[config.mk]
export PLATFORM = sky130hd
export DESIGN_NAME = sad_search_ctrl
export DESIGN_NICKNAME = d
export VERILOG_FILES = /design/src/rtl/sad_search_ctrl.sv
export SDC_FILE = /design/constraint.sdc
export NUM_CORES = 1
export LEC_CHECK = 0
export CORE_UTILIZATION = 45
export DETAILED_ROUTE_END_ITERATION = 10
export GPL_TIMING_DRIVEN = 0
export PLACE_DENSITY = 0.8
export SLEW_MARGIN = 20
export SYNTH_ARGS = -nofsm -noshare
export SYNTH_HDL_FRONTEND = slang
export SYNTH_SLANG_ARGS = --single-unit
export TNS_END_PERCENT = 1
[constraint.sdc]
create_clock -name Clk -period 2.5 [get_ports Clk]
set_input_delay 0.625 -clock Clk [delete_from_list [all_inputs] [get_ports Clk]]
set_output_delay 0.625 -clock Clk [all_outputs]
set_load 0.05 [all_outputs]
[src/rtl/sad_search_ctrl.sv]
// Full-search SAD sequencer: issues every candidate index of the window in order,
// collects the in-order SAD results and keeps the minimum with its decoded x/y position.
module sad_search_ctrl #(
    parameter int WIN_X = 64,
    parameter int WIN_Y = 64,
    parameter int SAD_W = 16
) (
    input  logic              Clk,
    input  logic              Rst,
    input  logic              Start,
    input  logic              Stall,
    output logic              CandValid,
    output logic [31:0]       CandIndex,
    input  logic              SadValid,
    input  logic [SAD_W-1:0]  SadIn,
    output logic              Busy,
    output logic              Done,
    output logic [SAD_W-1:0]  BestSad,
    output logic [31:0]       BestIndex,
    output logic [31:0]       BestX,
    output logic [31:0]       BestY
);

    // state | meaning
    // IDLE  | waiting for Start, Best* hold the last search result
    // ISSUE | one candidate per non-stalled cycle, results collected
    // DRAIN | all candidates issued, waiting for outstanding results
    // DONE  | one-cycle Done pulse, then back to IDLE
    typedef enum logic [1:0] {IDLE, ISSUE, DRAIN, DONE} state_t;

    localparam logic [31:0] N      = 32'(WIN_X * WIN_Y);
    localparam int          LOG_WY = $clog2(WIN_Y);

    state_t      state;
    logic [31:0] issue_cnt;
    logic [31:0] ret_cnt;
    logic        accept;
    logic        take_best;
    logic        ret_done;

    // Results beyond the N-th are dropped so a stray SadValid cannot disturb Best*.
    assign accept    = SadValid && (ret_cnt != N) && ((state == ISSUE) || (state == DRAIN));
    assign take_best = accept && ((ret_cnt == 32'd0) || (SadIn < BestSad));
    assign ret_done  = (ret_cnt == N) || (accept && (ret_cnt == N - 32'd1));

    assign BestX = BestIndex >> LOG_WY;
    assign BestY = BestIndex & 32'(WIN_Y - 1);

    always_ff @(posedge Clk or negedge Rst) begin
        if (!Rst) begin
            state     <= IDLE;
            issue_cnt <= '0;
            ret_cnt   <= '0;
            CandValid <= 1'b0;
            CandIndex <= '0;
            Busy      <= 1'b0;
            Done      <= 1'b0;
            BestSad   <= '1;
            BestIndex <= '0;
        end else begin
            if (take_best) begin
                BestSad   <= SadIn;
                BestIndex <= ret_cnt;
            end
            if (accept) begin
                ret_cnt <= ret_cnt + 32'd1;
            end

            case (state)
                IDLE: begin
                    CandValid <= 1'b0;
                    Done      <= 1'b0;
                    if (Start) begin
                        state     <= ISSUE;
                        Busy      <= 1'b1;
                        issue_cnt <= '0;
                        ret_cnt   <= '0;
                        BestSad   <= '1;
                        BestIndex <= '0;
                    end
                end
                ISSUE: begin
                    if (!Stall) begin
                        CandValid <= 1'b1;
                        CandIndex <= issue_cnt;
                        issue_cnt <= issue_cnt + 32'd1;
                        if (issue_cnt == N - 32'd1) begin
                            if (ret_done) begin
                                state <= DONE;
                                Done  <= 1'b1;
                                Busy  <= 1'b0;
                            end else begin
                                state <= DRAIN;
                            end
                        end
                    end else begin
                        CandValid <= 1'b0;
                    end
                end
                DRAIN: begin
                    CandValid <= 1'b0;
                    if (ret_done) begin
                        state <= DONE;
                        Done  <= 1'b1;
                        Busy  <= 1'b0;
                    end
                end
                DONE: begin
                    CandValid <= 1'b0;
                    Done      <= 1'b0;
                    state     <= IDLE;
                end
                default: state <= IDLE;
            endcase
        end
    end

endmodule

Word-level counts from Yosys, hierarchy flattened. Index checks and enable logic that the tools add are counted.

Register bits after elaboration: 149. Output and inout bits: 147. Logic and storage cells: 71. Bits of input ports: 21.

Equal/unequal tests: 11. Bitwise operators: 1. Reduce and logical (&&, ||, !) cells: 18. $add $sub $neg: 2. Order comparisons: 1. Muxes and demuxes: 29.

Operators with widths (number): 32-bit two-way mux (8); 32-bit by 1-bit adder with 32-bit output (second input constant) (2); 32-bit by 12-bit == test with 1-bit output (second input constant) (2); 32-bit case mux with 2 select lines (1); 16-bit two-way mux (3); 32-bit by 13-bit == test with 1-bit output (second input constant) (1); 32-bit logical NOT (1); 32-bit by 13-bit inequality test with 1-bit output (second input constant) (1); 16-bit < comparator (1); 1-bit two-way mux (9); 2-bit two-way mux (4); 2-bit case mux with 4 select lines (1); 4-bit AND reduction (2); 2-bit inequality test (second input constant) (3); 1-bit case mux with 3 select lines (2); 2-bit == test (second input constant) (2); 1-bit logical AND (4); 2-bit AND reduction (2); 1-bit logical OR (3); 3-bit AND reduction (1); 3-bit nonzero test (1); 3-bit OR reduction (1); 2-bit by 1-bit == test with 1-bit output (second input constant) (1); 2-bit logical NOT (1); 5 further kinds (5).

Depth between registers and ports, before layout.
Word-level depth: 9. Depth in mapped cells: 10. Mapped depth without buffers: 8.

Worst setup path before layout. OpenSTA, ideal clock, no wires.

Path type: register to register. From: reg BestSad[11]. To: reg BestSad[0]. Required time: 2.425 ns. Clock period less this slack: 2.693 ns. Path buffers: 2. Stages on the path, launching flop included: 11. Path slack: -0.193 ns. Setup time: 0.075 ns. Arrival time: 2.618 ns. Cells stage by stage: dfstp_2 -> inv_1 -> ha_1 -> and3_1 -> a221oi_1 -> o21ai_0 -> a211o_1 -> a21oi_1 -> buf_4 -> buf_6 -> mux2i_1.

Longest elaborated chain between the ends: 6.

Ends and longest elaborated chain: start: declaration (line 18) `output logic [SAD_W-1:0] BestSad,`; start signal: assignment (line 62) `BestSad <= SadIn;`; 16-bit < comparator (*) (line 43) `assign take_best = accept && ((ret_cnt == 32'd0) || (SadIn < BestSad));`; 1-bit logical OR (*) (line 43); 1-bit logical AND (*) (line 43); 16-bit two-way mux (*) (line 61) `if (take_best) begin`; 16-bit two-way mux (line 73) `if (Start) begin`; 16-bit two-way mux (*) (line 69) `case (state)`.

Every way passes the cells marked *; elsewhere a longest branch is shown, timed or not. A chain may end at the register's enable or synchronous reset.

Worst setup path after layout.
From: reg issue_cnt[18]. To: reg state[1].

Longest elaborated chain between the ends: 3.

Ends and longest elaborated chain: start: declaration (line 35) `logic [31:0] issue_cnt;`; start signal: assignment (line 86) `issue_cnt <= issue_cnt + 32'd1;`; 32-bit by 12-bit == test with 1-bit output (line 87) `if (issue_cnt == N - 32'd1) begin`; 2-bit by 1-bit inequality test with 1-bit output (no source line); 4-bit AND reduction (no source line); end signal: assignment (line 89) `state <= DONE;`; end signal: assignment (line 93) `state <= DRAIN;`; end signal: assignment (line 103) `state <= DONE;`; end: declaration (line 34) `state_t state;`.

No other way between the ends.

==> results <==
- After detailed routing, the number of remaining DRC violations is 0.
- The number of enable-type register cells in the synthesized netlist is 0.
- The share of the core filled with cells is 62.7%.
- The congestion estimate from routability-driven global placement came to 0.845.
- The normalized max-slew margin is 57.5%.
- The startpoint of the lowest-slack register-to-register path is issue_cnt[18].
- The internal reg-to-reg setup slack is -130 ps.
- Setup repair after global routing could not meet its margin everywhere.
- The row count is 48.
- The clock net in this run drives a total of 149 sinks.
- The maximum clock path buffer count is 2.
- At the later pin of the worst-skew pair, clock insertion delay measures 430 ps.
- The number of different library cells in the post-synthesis netlist is 58.
- The routed layout has 6544 vias.
- Following the worst setup path forward leads to its endpoint at state[1].
- In this run the worst hold path is classified as primary input to asynchronous set/reset pin.
- The initial antenna violation count is 0.
- The post-route cell area is 10800 µm².
- Across the run, the number of max-cap violations was 0.
- The final number of max-transition violations is 0.
- Across all setup checks in the final design, the least slack found is -130 ps.
- The kind of start point of the critical path is a flop.
- The logic depth of the worst register-to-register path is 6.
- The maximum number of pins on one net before global-route repair is 92.
- Summing every instance area after synthesis gives 7890 µm².
- For this run, the total global-route usage over all layers was measured as 21.4%.
- Power spread over the standard cell area amounts to 927 nW/µm².
- For this design, the slowest cell found on the critical path is sky130_fd_sc_hd__or4_4.
- The signal on the critical path passes through or4_4, or4_4, o41a_1, nor2_2, a21boi_4, mux2_4.
- The first-pass GRT wire length is 30600 µm.
- The sequential fraction of the synthesis area is 47.5%.
- The proportion of synthesized flip-flops having asynchronous set or reset is 100%.
- The final count of hold timing violations came to 0.
- The clock tree synthesis step divided the H-tree into 4 levels.
- The average size of a mapped cell is 9.23 µm².
- The number of hold buffers added after CTS was 0.
- For this run, the slowest stage of the critical path takes 540 ps.
- The via count of the first global-routing pass came to 6215.
- In the final layout, the multi-input gates occupy 3820 µm².
- After technology mapping, the gate count stands at 855.
- The critical path starts at issue_cnt[18].
- The number of buffers created by CTS is 17.
- The area growth from synthesis to layout is 37.1%.
- The full die area is 18100 µm².
- The largest driver fanout on the critical path is 3.
- The critical path buffer and inverter count is 0.
- Clock-pin slew was measured on the worst setup and hold paths at 60 ps.
- TritonCTS built the clock tree.
- Setup violations remaining at the end of the flow were counted as 11.
- In this run the critical register-to-register path is captured at state[1].
- In the final design database the tool counted 1105 nets.
- From bottom edge to top edge, the die measures 134 µm.
- The cell that appears most often on the critical path is sky130_fd_sc_hd__or4_4.
- For this run, the number of Yosys warnings is 0.
- For this run, the top clock speed supported by timing is 380 MHz.
- The core region is 17200 µm².
- Dividing the detail-routed wire length by the instance count gives 14.7 µm.
- The critical path crosses 6 cells after its start point.
- The horizontal extent of the die is 134 µm.
- In the layout the commonest cells are sky130_fd_sc_hd__nand2_1 (181), sky130_fd_sc_hd__dfrtp_1 (133), sky130_fd_sc_hd__clkdlybuf4s50_1 (125).
- Summed over all nets, the half-perimeter wirelength after detailed placement is 12900 µm.
- For the worst setup path, the data arrival time is 2940 ps.
- The actual transition at the worst max-transition pin is 630 ps.
- The iteration-0 DRC count of the detailed router is 491.
- The sequential cell area is 3750 µm².
- The post-synthesis sequential element count is 149.
- The most used flip-flop cell after synthesis is sky130_fd_sc_hd__dfrtp_1.
- The type of the setup path with the least slack is flop to flop.
- The number of vias per cell is 5.04.
- The tree is rooted in a sky130_fd_sc_hd__clkbuf_16.
- In the final layout, the share of cells above drive strength 1 is 17.2%.
- The run finished, with violations left.
- Input and output buffers added on the ports amount to 135.
- For this design the top-level I/O count stands at 168.
- The worst clock skew on the final layout is 11.3 ps.
- Leaving out fill and tap cells, the most frequent cell in the layout is sky130_fd_sc_hd__nand2_1.
- The number of detailed-routing iterations run before antenna repair is 5.
- Across the VDD grid, the largest voltage drop is 0.634 mV.
- The routed design has 19100 µm of wire.
- The number of antenna repair diodes is 0.
- For this configuration, the core starts out at a cell density of 45.8%.
- Grouping stages by cell kind, the critical path spends the most delay in simple AND/OR/NAND/NOR gates.
- Once placement finished, the instance area stood at 9710 µm².
- The post-detailed-route count of antenna-violating nets is 0.
- The worst setup path is captured at a flop.
- The total of fill cells in the finished design is 1404.
- The final reports fail on negative setup slack.
- The worst path uses 105% of the clock period.
- For this design the static power due to leakage is 5.07 nW.
- Counting I/O delays and the setup requirement, the final critical path takes 2630 ps.
- The worst path required time is 2810 ps.
- Summed over all layers, the global routing overflow is 0.
[power by group]
group	internal [mW]	switching [mW]	leakage (nW)
combinational	1.78	2.61	2.79
sequential	2.81	0.274	2.00
clock	1.55	1.01	0.278
total	6.14	3.89	5.07
[registers in the layout (all words and copies together) (netlist names)]
signal,flops
CandValid,1
ret_cnt,32
BestIndex,32
Busy,1
BestSad,16
CandIndex,32
issue_cnt,32
Done,1
state,2
[cells in the mapped netlist, types with 4 or more instances]
cell type / instances / area share, %
sky130_fd_sc_hd__nand2_1: 181 / 8.6
sky130_fd_sc_hd__dfrtp_1: 133 / 42
sky130_fd_sc_hd__nor2_1: 104 / 4.9
sky130_fd_sc_hd__buf_4: 65 / 6.2
sky130_fd_sc_hd__mux2i_1: 49 / 6.2
sky130_fd_sc_hd__xor2_1: 28 / 3.1
sky130_fd_sc_hd__inv_1: 26 / 1.2
sky130_fd_sc_hd__nand3_1: 26 / 1.6
sky130_fd_sc_hd__clkbuf_1: 25 / 1.2
sky130_fd_sc_hd__ha_1: 24 / 3.8
sky130_fd_sc_hd__xnor2_1: 24 / 2.7
sky130_fd_sc_hd__dfstp_2: 16 / 5.3
sky130_fd_sc_hd__nand4_1: 15 / 1.2
sky130_fd_sc_hd__o21ai_0: 14 / 0.89
sky130_fd_sc_hd__a21oi_1: 13 / 0.82
sky130_fd_sc_hd__nor4_1: 13 / 1.0
sky130_fd_sc_hd__nor3_1: 10 / 0.63
sky130_fd_sc_hd__or3_1: 9 / 0.71
sky130_fd_sc_hd__and3_1: 8 / 0.63
sky130_fd_sc_hd__nand2b_1: 7 / 0.56
sky130_fd_sc_hd__nor2b_1: 6 / 0.48
sky130_fd_sc_hd__or4_1: 6 / 0.57
sky130_fd_sc_hd__a21o_1: 4 / 0.38
sky130_fd_sc_hd__and4_1: 4 / 0.44
sky130_fd_sc_hd__buf_2: 4 / 0.25
[per-layer routing]
metal | GRT usage (%) | share of wire, % | up-vias
met2 | 33.8 | 47 | 205
met1 | 28.9 | 46 | 3177
met5 | 0 | 0 | -
li1 | - | - | 3139
met3 | 4.91 | 5.7 | 23
met4 | 7.05 | 1.5 | 0
[logic make-up after synthesis]
family          count (synthesis)  share of synthesized area (%)
simple gates                  397                           22.2
flops                         149                           47.5
buf+inv                       125                           9.31
compound gates                 56                           4.87
xor+xnor                       52                           5.77
mux                            51                           6.50
fa+ha+maj                      24                           3.81
other cells                     1                         0.0475
[metrics by stage]
step | setup TNS [ps] | total power [mW] | instances | hold slack [ps] | setup slack [ps]
final | -373 | 10.0 | 1298 | 132 | -130
after global routing | -6500 | 10.5 | 1298 | 168 | -178
after CTS | -1950 | 9.78 | 1287 | 146 | -91.1
after detailed placement | -52230 | 6.86 | 1247 | 462 | -967
after global placement | -805600 | 6.74 | 1246 | 460 | -5290
after floorplan | -78.5 | 5.76 | 886 | 329 | -6.53
[area by class of cell]
class / count / area share (%)
Buffer: 98 / 6.40
Clock buffer: 25 / 4.49
Clock inverter: 7 / 0.902
Timing Repair Buffer: 156 / 14.7
Inverter: 26 / 0.902
Tap cell: 225 / 2.60
Multi-Input combinational cell: 612 / 35.4
Sequential cell: 149 / 34.7
[worst min-delay path by stage]
| stage | from | end | slack (ps) | cells past startpoint |
|---|---|---|---|---|
| finish | Rst | CandIndex[20] | 130 | 1 |
| detailed placement | CandIndex[17] | CandIndex[17] | 460 | 2 |
| CTS | Rst | CandIndex[20] | 150 | 1 |
| global placement | CandIndex[3] | CandIndex[3] | 460 | 2 |
| floorplan | Rst | BestIndex[0] | 330 | 0 |
| global route | Rst | CandIndex[20] | 170 | 1 |
[timing repair]
action / in CTS / in global routing
endpoints found under the setup margin: 86 / 67
buffers inserted: 8 / 10
gates resized for setup: 45 / 23
gates cloned: 1 / 1
pin swaps: 11 / 14
Power figures use the tool's default switching activity.
